<file path="src/rtl/viterbi_pkg.sv">
// Shared types and constants for the Viterbi decoder sequencing controller.
package viterbi_pkg;

  typedef enum logic [2:0] {StIdle, StFill, StAcs, StTrace, StEmit} state_e;

  typedef logic [1:0] acs_phase_t;

  localparam acs_phase_t PH_INIT0  = 2'd0;
  localparam acs_phase_t PH_INIT1  = 2'd1;
  localparam acs_phase_t PH_STEADY = 2'd2;

  localparam int unsigned WIN_DEPTH_DEF = 15;

  localparam logic [2:0] CL_MIN = 3'd3;
  localparam logic [2:0] CL_MAX = 3'd6;

endpackage

</file>
<file path="src/rtl/col_wrap_ctr.sv">
// Survivor-memory column counter: counts up or down modulo Depth, with parallel load.
module col_wrap_ctr #(
  parameter int unsigned Depth = 15
) (
  input  logic       clk,
  input  logic       rst_n,
  input  logic       load_i,
  input  logic [3:0] load_val_i,
  input  logic       inc_i,
  input  logic       dec_i,
  output logic [3:0] cnt_o
);

  localparam logic [3:0] MaxCol = 4'(Depth - 1);

  logic [3:0] cnt_q, cnt_d;

  always_comb begin
    cnt_d = cnt_q;
    if (load_i) begin
      cnt_d = load_val_i;
    end else if (inc_i) begin
      cnt_d = (cnt_q == MaxCol) ? 4'd0 : cnt_q + 4'd1;
    end else if (dec_i) begin
      cnt_d = (cnt_q == 4'd0) ? MaxCol : cnt_q - 4'd1;
    end
  end

  always_ff @(posedge clk or negedge rst_n) begin
    if (!rst_n) begin
      cnt_q <= 4'd0;
    end else begin
      cnt_q <= cnt_d;
    end
  end

  assign cnt_o = cnt_q;

endmodule

</file>
<file path="src/rtl/viterbi_sched.sv">
// Viterbi decoder sequencer: symbol intake, ACS strobes, sliding-window traceback
// and decoded-bit hand-off, including end-of-frame flush.
module viterbi_sched
  import viterbi_pkg::*;
#(
  parameter int unsigned WIN_DEPTH = WIN_DEPTH_DEF,
  parameter int unsigned FLEN_W    = 16
) (
  input  logic              clk,
  input  logic              rst_n,
  input  logic              start,
  input  logic [2:0]        cfg_k,
  input  logic [FLEN_W-1:0] frame_len,
  output logic [2:0]        k_q,
  input  logic              sym_valid,
  input  logic [1:0]        sym_data,
  output logic              sym_ready,
  output logic              acs_en,
  output logic [1:0]        acs_phase,
  output logic [1:0]        acs_sym,
  output logic [3:0]        wr_col,
  output logic              tb_en,
  output logic [3:0]        tb_col,
  input  logic              tb_bit,
  output logic              out_valid,
  output logic              out_bit,
  input  logic              out_ready,
  output logic              busy,
  output logic              done,
  output logic              cfg_err
);

  state_e state_q, state_d;

  logic [FLEN_W-1:0] flen_q, sym_cnt_q, out_cnt_q;
  logic [FLEN_W-1:0] sym_cnt_inc, out_cnt_inc;
  logic [3:0]        tb_left_q;
  logic [2:0]        cfg_k_q;
  acs_phase_t        acs_phase_q;
  logic [1:0]        acs_sym_q;
  logic              out_bit_q, done_q, cfg_err_q;

  logic cfg_ok, acs_to_trace, trace_last, last_bit, flushing;
  logic wr_load, wr_inc, tb_load;

  assign sym_cnt_inc  = sym_cnt_q + FLEN_W'(1);
  assign out_cnt_inc  = out_cnt_q + FLEN_W'(1);
  assign cfg_ok       = (cfg_k >= CL_MIN) && (cfg_k <= CL_MAX) && (frame_len != '0);
  assign acs_to_trace = ((sym_cnt_inc - out_cnt_q) == FLEN_W'(WIN_DEPTH)) ||
                        (sym_cnt_inc == flen_q);
  assign trace_last   = (tb_left_q == 4'd1);
  assign last_bit     = (out_cnt_inc == flen_q);
  assign flushing     = (sym_cnt_q == flen_q);

  always_ff @(posedge clk or negedge rst_n) begin
    if (!rst_n) begin
      state_q <= StIdle;
    end else begin
      state_q <= state_d;
    end
  end

  always_comb begin
    state_d = state_q;
    unique case (state_q)
      StIdle:  if (start && cfg_ok) state_d = StFill;
      StFill:  if (sym_valid) state_d = StAcs;
      StAcs:   state_d = acs_to_trace ? StTrace : StFill;
      StTrace: if (trace_last) state_d = StEmit;
      StEmit: begin
        if (out_ready) begin
          if (last_bit) begin
            state_d = StIdle;
          end else if (flushing) begin
            state_d = StTrace;
          end else begin
            state_d = StFill;
          end
        end
      end
      default: state_d = StIdle;
    endcase
  end

  always_comb begin
    sym_ready = (state_q == StFill);
    acs_en    = (state_q == StAcs);
    tb_en     = (state_q == StTrace);
    out_valid = (state_q == StEmit);
    busy      = (state_q != StIdle);
  end

  // Traceback depth is loaded on every entry to TRACE so it shrinks by one per flushed bit.
  always_ff @(posedge clk or negedge rst_n) begin
    if (!rst_n) begin
      flen_q      <= '0;
      sym_cnt_q   <= '0;
      out_cnt_q   <= '0;
      tb_left_q   <= 4'd0;
      cfg_k_q     <= 3'd0;
      acs_phase_q <= PH_INIT0;
      acs_sym_q   <= 2'd0;
      out_bit_q   <= 1'b0;
      done_q      <= 1'b0;
      cfg_err_q   <= 1'b0;
    end else begin
      done_q <= 1'b0;
      unique case (state_q)
        StIdle: begin
          if (start) begin
            if (cfg_ok) begin
              cfg_k_q   <= cfg_k;
              flen_q    <= frame_len;
              sym_cnt_q <= '0;
              out_cnt_q <= '0;
              cfg_err_q <= 1'b0;
            end else begin
              cfg_err_q <= 1'b1;
            end
          end
        end
        StFill: begin
          if (sym_valid) begin
            acs_sym_q   <= sym_data;
            acs_phase_q <= (sym_cnt_q == '0)          ? PH_INIT0 :
                           (sym_cnt_q == FLEN_W'(1))  ? PH_INIT1 : PH_STEADY;
          end
        end
        StAcs: begin
          sym_cnt_q <= sym_cnt_inc;
          tb_left_q <= 4'(sym_cnt_inc - out_cnt_q);
        end
        StTrace: begin
          tb_left_q <= tb_left_q - 4'd1;
          if (trace_last) out_bit_q <= tb_bit;
        end
        StEmit: begin
          if (out_ready) begin
            out_cnt_q <= out_cnt_inc;
            done_q    <= last_bit;
            tb_left_q <= 4'(sym_cnt_q - out_cnt_inc);
          end
        end
        default: ;
      endcase
    end
  end

  // wr_col already holds the previous symbol's column, so it steps on every accept but the first.
  assign wr_load = (state_q == StIdle) && start && cfg_ok;
  assign wr_inc  = (state_q == StFill) && sym_valid && (sym_cnt_q != '0);
  assign tb_load = (state_d == StTrace) && (state_q != StTrace);

  col_wrap_ctr #(
    .Depth (WIN_DEPTH)
  ) u_wr_col (
    .clk        (clk),
    .rst_n      (rst_n),
    .load_i     (wr_load),
    .load_val_i (4'd0),
    .inc_i      (wr_inc),
    .dec_i      (1'b0),
    .cnt_o      (wr_col)
  );

  col_wrap_ctr #(
    .Depth (WIN_DEPTH)
  ) u_tb_col (
    .clk        (clk),
    .rst_n      (rst_n),
    .load_i     (tb_load),
    .load_val_i (wr_col),
    .inc_i      (1'b0),
    .dec_i      (state_q == StTrace),
    .cnt_o      (tb_col)
  );

  assign k_q       = cfg_k_q;
  assign acs_phase = acs_phase_q;
  assign acs_sym   = acs_sym_q;
  assign out_bit   = out_bit_q;
  assign done      = done_q;
  assign cfg_err   = cfg_err_q;

endmodule
</file>
<file path="config.mk">
export PLATFORM = sky130hd
export DESIGN_NAME = viterbi_sched
export DESIGN_NICKNAME = d
export VERILOG_FILES = /design/src/rtl/viterbi_pkg.sv /design/src/rtl/col_wrap_ctr.sv /design/src/rtl/viterbi_sched.sv
export SDC_FILE = /design/constraint.sdc
export NUM_CORES = 1
export LEC_CHECK = 0
export BUFFER_PORTS_ARGS = -buffer_cell sky130_fd_sc_hd__buf_2
export CORE_AREA = 4 4 111 113
export CTS_CLUSTER_DIAMETER = 60
export CTS_CLUSTER_SIZE = 14
export DETAILED_ROUTE_END_ITERATION = 12
export DIE_AREA = 0 0 115 117
export PLACE_DENSITY = 0.8
export SKIP_LAST_GASP = 1
export SLEW_MARGIN = 20
export SYNTH_ARGS = -nofsm -noshare
export SYNTH_HDL_FRONTEND = slang
export SYNTH_HIERARCHICAL = 1
export SYNTH_SLANG_ARGS = --single-unit
</file>
<file path="constraint.sdc">
create_clock -name clk -period 7.1 [get_ports clk]
set_input_delay 1.065 -clock clk [delete_from_list [all_inputs] [get_ports clk]]
set_output_delay 1.065 -clock clk [all_outputs]
set_load 0.01 [all_outputs]
</file>
==> results of run 1 <==
## final cells by class
cell class	instances	area [um^2]
clock inverters	7	70.07
well taps	143	178.9
fillers	1003	4584
clock buffers	9	225.2
repair buffers	53	277.8
inverters	43	161.4
flip-flops and latches	73	1827
multi-input cells	633	3996
## worst max-delay path: cells and delay by family, from the launching register on
family / cells / cell delay, ns
AND/OR/NAND/NOR: 11 / 2.66
AO/OA/AOI/OAI: 3 / 0.30
flip-flops: 1 / 0.49
adder cells (fa/ha/maj): 2 / 0.70
XOR/XNOR: 1 / 0.17
## cell usage in the layout, fill, tap and decap left out, types with 27 or more instances in the layout
| cell type | instances |
|---|---|
| xnor2_1 | 42 |
| nor2_1 | 53 |
| buf_2 | 48 |
| nand2_1 | 119 |
| inv_1 | 41 |
| a21oi_1 | 38 |
| ha_1 | 32 |
| o21ai_0 | 55 |
| dfrtp_1 | 73 |
| xor2_1 | 27 |
## state kept, by name, summed over array words and instances (netlist names)
name and count:
flen_q 16, out_cnt_q 16, sym_cnt_q 16, tb_left_q 4, u_tb_col/cnt_o 4, u_wr_col/cnt_o 4, k_q 3, state_q 3
acs_phase 2, acs_sym 2, cfg_err 1, done 1, out_bit 1
## power breakdown
| part | internal [mW] | total, mW | switching [mW] |
|---|---|---|---|
| Sequential | 0.532 | 0.727 | 0.195 |
| Combinational | 0.517 | 1.18 | 0.662 |
| Clock | 0.272 | 0.454 | 0.183 |
| Total | 1.32 | 2.36 | 1.04 |
## how the worst max path moves through the flow
stage | start | end | slack, ns | cells past startpoint
3_3_place_gp | frame_len[10] | u_tb_col/cnt_o[0] | 2.81 | 13
2_1_floorplan | sym_cnt_q[0] | u_tb_col/cnt_o[0] | 3.20 | 18
3_5_place_dp | sym_cnt_q[1] | u_tb_col/cnt_o[0] | 2.74 | 17
4_1_cts | sym_cnt_q[1] | u_tb_col/cnt_o[0] | 2.74 | 17
5_1_grt | sym_cnt_q[1] | u_tb_col/cnt_o[0] | 2.25 | 17
6_report | sym_cnt_q[1] | u_tb_col/cnt_o[0] | 2.65 | 17
## stage by stage
step                cells  power, mW  utilization, %  worst slack (ns)  hold WS (ns)
floorplan             794      1.566               -             3.200        0.4813
global placement      945      1.864           56.90             2.814        0.4599
detailed placement    945      1.877           56.90             2.742        0.4611
CTS                   961      2.346           59.50             2.735        0.4800
global route          961      2.533           59.50             2.254        0.5150
finish                961      2.360           59.50             2.646        0.4782
## metal layers
metal,vias up,part of all wire (%),global-route usage [%]
li1,2804,-,-
met1,2700,46,34.69
met2,218,44,38.54
met3,40,6.4,4.010
met4,0,3.0,9.781
met5,-,0,0
## cell families after synthesis
family / Yosys count
simple gates: 324
compound gates: 175
buf+inv: 88
flops: 73
xor+xnor: 70
fa+ha+maj: 34
mux: 10
other cells: 1
==> results.py, run 1 <==
metrics = {
    "outcome": {
        "outcome": "finished, final reports clean",
    },
    "logic_synthesis": {
        "synth_xor_area_share_pct": 10.25,
        "synth_top_cell_by_area": "dfrtp_1",
        "ys.flop_type": "dfrtp_1",
        "yosysSeqAreaShare_pct": 29.86,
        "synthSimpleGateAreaFrac_pct": 26.63,
        "synth_edf_count": 0,
        "ys_ff_latch": 73,
        "async_flop_share_pct": 100.0,
        "synth_top_area_share_pct": 29.86,
        "synth_top_family_by_area": "simple AND/OR/NAND/NOR gates",
        "syn_area_mm2": 0.006118,
        "ys_top_cells_by_count": "119 x nand2_1, 73 x dfrtp_1, 55 x o21ai_0",
        "avgSynthCellArea_um2": 7.895,
        "synth_area_leaders": "dfrtp_1 30%, nand2_1 7.3%, ha_1 6.5%",
        "synth_cells": 775,
        "yosys_warnings": 6,
        "synthDistinctLibCells": 70,
        "muxShareOfSynthArea_pct": 1.718,
        "synth-compound-area-share_pct": 18.30,
        "synth_fa_ha_area_share_pct": 7.198,
        "synth.most_common_cell": "nand2_1",
    },
    "clock_network": {
        "cts_inserted_buffers": 9,
        "hold_buffers": 0,
        "clockBufferDepth": 2,
        "cts-resized-gates": 0,
        "post_cts_buffers": 0,
        "htree_levels": 3,
        "insertion_delay_ns": 0.34,
        "cts-root-buf": "clkbuf_16",
        "cts.sinks": 73,
        "cts_tree": "yes",
        "clkTransAtPathRegs_ns": 0.06,
    },
    "global_route": {
        "grt_pass1_vias": 5224,
        "grt_pass1_wl_um": 26320,
        "antenna_found_initial": 0,
        "overflow": 0,
        "track_usage_pct": 24.77,
        "grt_max_degree": 74,
    },
    "sta": {
        "timing.slew.headroom_pct": 30.56,
        "post-route-min-period_ns": 4.454,
        "worst_pin_slew_ns": 1.038,
        "fmax_mhz": 224.5,
        "fin_crit_sh_pct": 62.73,
        "tns_ns": 0,
        "setup_violations": 0,
        "grt_setup_unrepaired": "no",
        "slew_violations": 0,
        "clock_skew_ns": 0.007104,
        "final_hold_viol_count": 0,
    },
    "hold_path": {
        "hold_depth": 2,
        "worstHoldStart": "k_q[0]",
        "hold_class": "reg -> reg",
        "worstHoldEndpoint": "k_q[0]",
    },
    "floorplanning": {
        "start_util_pct": 54.05,
        "rows": 39,
        "io_pins": 50,
        "coreArea_mm2": 0.01132,
        "dieArea_mm2": 0.01346,
        "die_y_um": 117,
        "die_x_um": 115,
    },
    "setup_path": {
        "worstPathCellList": "ha_1 -> nand2_1 -> nor3_1 -> nand3_1 -> xnor2_1 -> ha_1 -> nor3b_1 -> or4_1 -> a21oi_1 -> nand4_1 -> nor4_2 -> nand4_1 -> nand3_1 -> and3_1 -> or2_2 -> o31a_1 -> o41ai_1",
        "arrival_ns": 4.67,
        "end_kind": "register",
        "critPathKind": "reg -> reg",
        "slowest_delay_ns": 0.50,
        "crit_slowest_cell": "nor3_1",
        "timing.rr.end": "u_tb_col/cnt_o[0]",
        "reg2reg_slack_ns": 2.65,
        "cp_max_fo": 9,
        "startpoint_type": "register",
        "regToRegStartpoint": "sym_cnt_q[1]",
        "crit_required_ns": 7.32,
        "reg2reg_depth": 17,
    },
    "pwr": {
        "leakage_nw": 3.027,
        "power.density_mw_per_mm2": 350.4,
        "ir_drop_mv": 0.2247,
    },
    "detailed_routing": {
        "drt_iter0_markers": 475,
        "vias": 5762,
        "ant_nets": 0,
        "viasPerCell": 5.996,
        "wl_um": 16180,
        "drc": 0,
        "drt_pass1_iterations": 6,
        "wl_per_cell_um": 16.83,
    },
    "placement": {
        "routabilityCongestion": 0.9676,
        "post_dp_cell_area_mm2": 0.006441,
        "dp_hpwl_um": 11890,
        "io_buffers": 49,
    },
    "job": {
        "max_cap_viol_count": 0,
    },
    "final_layout": {
        "finalInstanceArea_mm2": 0.006736,
        "drive_gt1_share_pct": 10.76,
        "antennaDiodeCount": 0,
        "syn2layout_area_growth_pct": 10.10,
        "fin_nets": 874,
    },
}
Power figures use the tool's default switching activity.
==> run 2: changes to the inputs <==
--- a/config.mk
+++ b/config.mk
@@ -11,7 +11,7 @@
 export CTS_CLUSTER_SIZE = 14
 export DETAILED_ROUTE_END_ITERATION = 12
 export DIE_AREA = 0 0 115 117
-export PLACE_DENSITY = 0.8
+export PLACE_DENSITY = 0.83
 export SKIP_LAST_GASP = 1
 export SLEW_MARGIN = 20
 export SYNTH_ARGS = -nofsm -noshare
==> constraint.sdc (replaced) <==
create_clock -name clk -period 3.9 [get_ports clk]
set_input_delay 0.585 -clock clk [delete_from_list [all_inputs] [get_ports clk]]
set_output_delay 0.585 -clock clk [all_outputs]
set_load 0.01 [all_outputs]
==> run 2 against run 1 <==
Sequential cell count is the same. Sequential share of layout area shrank 1.6 points. Power grew 87%. Wire length grew 9.8%. Count of clock-buffer cells in the layout grew 1. Non-clock buffer count grew 44. Critical path depth grew 1. Cell count grew 4.6%. Critical endpoint is now u_tb_col/cnt_o[3]. Largest cell class unchanged. Largest power group unchanged.
==> results.py, run 2 (synthesized netlist as in run 1, its figures left out) <==
metrics = {
    "detailed_routing": {
        "ant_nets": 0,
        "viasPerCell": 6.109,
        "wl_per_cell_um": 17.68,
        "drt_iter0_markers": 531,
        "drc": 0,
        "wl_um": 17770,
        "drt_pass1_iterations": 5,
        "vias": 6140,
    },
    "clock_network": {
        "cts-root-buf": "clkbuf_16",
        "insertion_delay_ns": 0.34,
        "cts.sinks": 73,
        "clockBufferDepth": 2,
        "cts_inserted_buffers": 9,
        "hold_buffers": 0,
        "clkTransAtPathRegs_ns": 0.06,
        "cts_tree": "yes",
        "htree_levels": 3,
    },
    "floorplanning": {
        "dieArea_mm2": 0.01346,
        "start_util_pct": 54.05,
        "die_y_um": 117,
        "rows": 39,
        "io_pins": 50,
        "coreArea_mm2": 0.01132,
        "die_x_um": 115,
    },
    "pwr": {
        "p_seq_share_pct": 29.7,
        "power_mw": 4.418,
        "p_int_mw": 2.488,
        "combinationalPowerShare_pct": 51.4,
        "leakage_nw": 3.262,
        "ir_drop_mv": 0.3736,
        "power.density_mw_per_mm2": 616.1,
        "switching_share_pct": 43.67,
        "switching_power_mw": 1.929,
        "pwr-share-clk_pct": 18.9,
    },
    "job": {
        "max_cap_viol_count": 0,
    },
    "final_layout": {
        "fillers": 973,
        "fin_nets": 918,
        "drive_gt1_share_pct": 17.52,
        "mostFrequentLayoutCell": "nand2_1",
        "most-common-layout-cells": "119 x nand2_1, 72 x dfrtp_1, 55 x o21ai_0",
        "syn2layout_area_growth_pct": 17.20,
        "reg_top3": "flen_q (16), out_cnt_q (16), sym_cnt_q (16)",
        "finalInstanceArea_mm2": 0.007171,
        "final_cells": 1005,
        "antennaDiodeCount": 0,
    },
    "global_route": {
        "gr-usage-met2_pct": 42.36,
        "track_usage_pct": 26.88,
        "antenna_found_initial": 0,
        "grt_use_met3_pct": 5.861,
        "grt_use_met1_pct": 35.35,
        "grt_pass1_wl_um": 28610,
        "top_usage_layer": "met2",
        "grt_pass1_vias": 5779,
        "grt_max_degree": 74,
        "overflow": 0,
    },
    "sta": {
        "setup_violations": 0,
        "fin_ws_ns": 0.05495,
        "post-route-min-period_ns": 3.845,
        "hold_slack_ns": 0.3850,
        "final_hold_viol_count": 0,
        "grt_setup_unrepaired": "yes",
        "slew_violations": 0,
        "timing.slew.headroom_pct": 37.94,
        "clock_skew_ns": 0.01058,
        "worst_pin_slew_ns": 0.9309,
        "fin_crit_sh_pct": 98.59,
        "fmax_mhz": 260.1,
    },
    "hold_path": {
        "hold_class": "in -> async",
    },
    "setup_path": {
        "startpoint_type": "register",
        "critPathKind": "reg -> reg",
        "end_kind": "register",
        "crit_required_ns": 4.12,
        "cp_max_fo": 7,
        "arrival_ns": 4.06,
    },
    "placement": {
        "dp_cells": 983,
        "place_ws_ns": 0.1139,
        "io_buffers": 49,
        "dp_hpwl_um": 13030,
        "post_dp_cell_area_mm2": 0.006731,
        "routabilityCongestion": 0.9582,
    },
    "outcome": {
        "outcome": "finished, final reports clean",
    },
}
-- run 2: final cells by class --
cell class                      instances  area (um^2)  area share, %
Sequential cell                        73         1828          25.49
Multi-Input combinational cell        633         4090          57.04
Tap cell                              143        178.9          2.495
Clock inverter                          6        67.56         0.9422
Clock buffer                           10        229.0          3.193
Inverter                               43        161.4          2.251
Timing Repair Buffer                   97        615.6          8.585
-- run 2: layer usage --
layer,part of all wire [%],wire length [um],up-vias
met5,0,0,-
met4,4.2,746,0
met3,7.8,1387,57
met2,46,8103,293
met1,42,7530,2892
li1,-,-,2898
-- run 2: per-stage QoR --
stage	util, %	TNS (ns)
after global routing	63.34	-0.1556
after detailed placement	59.46	0
after floorplan	-	0
final	63.34	0
after global placement	59.46	0
after CTS	62.08	0
-- run 2: path summary, 6_finish.rpt --
check	from	end	slack, ns	cells past startpoint
min	rst_n	flen_q[14]	0.38	1
max in group asynchronous	rst_n	sym_cnt_q[2]	2.87	1
max	sym_cnt_q[5]	u_tb_col/cnt_o[3]	0.05	18
min reg2reg	acs_phase[1]	acs_phase[1]	0.47	2
min in group clk	frame_len[13]	flen_q[13]	0.45	3
max reg2reg	sym_cnt_q[5]	u_tb_col/cnt_o[3]	0.05	18
-- run 2: power groups by stage --
stage | sequential (mW) | clock (mW) | combinational (mW)
finish | 1.31 | 0.837 | 2.27
detailed placement | 1.31 | 0 | 2.19
global placement | 1.30 | 0 | 2.15
CTS | 1.30 | 0.845 | 2.20
floorplan | 1.23 | 0 | 1.62
global route | 1.34 | 0.879 | 2.54
-- run 2: timing repair --
action | in CTS | in global routing
endpoints found under the setup margin | 0 | 4
buffers inserted | 0 | 6
gates resized for setup | 0 | 24
-- run 2: worst max-delay path, stage by stage (launching register included) --
cell	delay, ns
dfrtp_1	0.35
nand4_1	0.17
buf_4	0.20
nor3_2	0.22
nand3_1	0.14
xnor2_1	0.20
ha_1	0.28
buf_4	0.17
a2111oi_0	0.48
buf_4	0.21
nand2_1	0.05
nand4_1	0.10
nor4_2	0.06
nand4_1	0.13
nand3_2	0.11
and3_4	0.21
or2_2	0.31
a221oi_2	0.26
a211oi_2	0.06
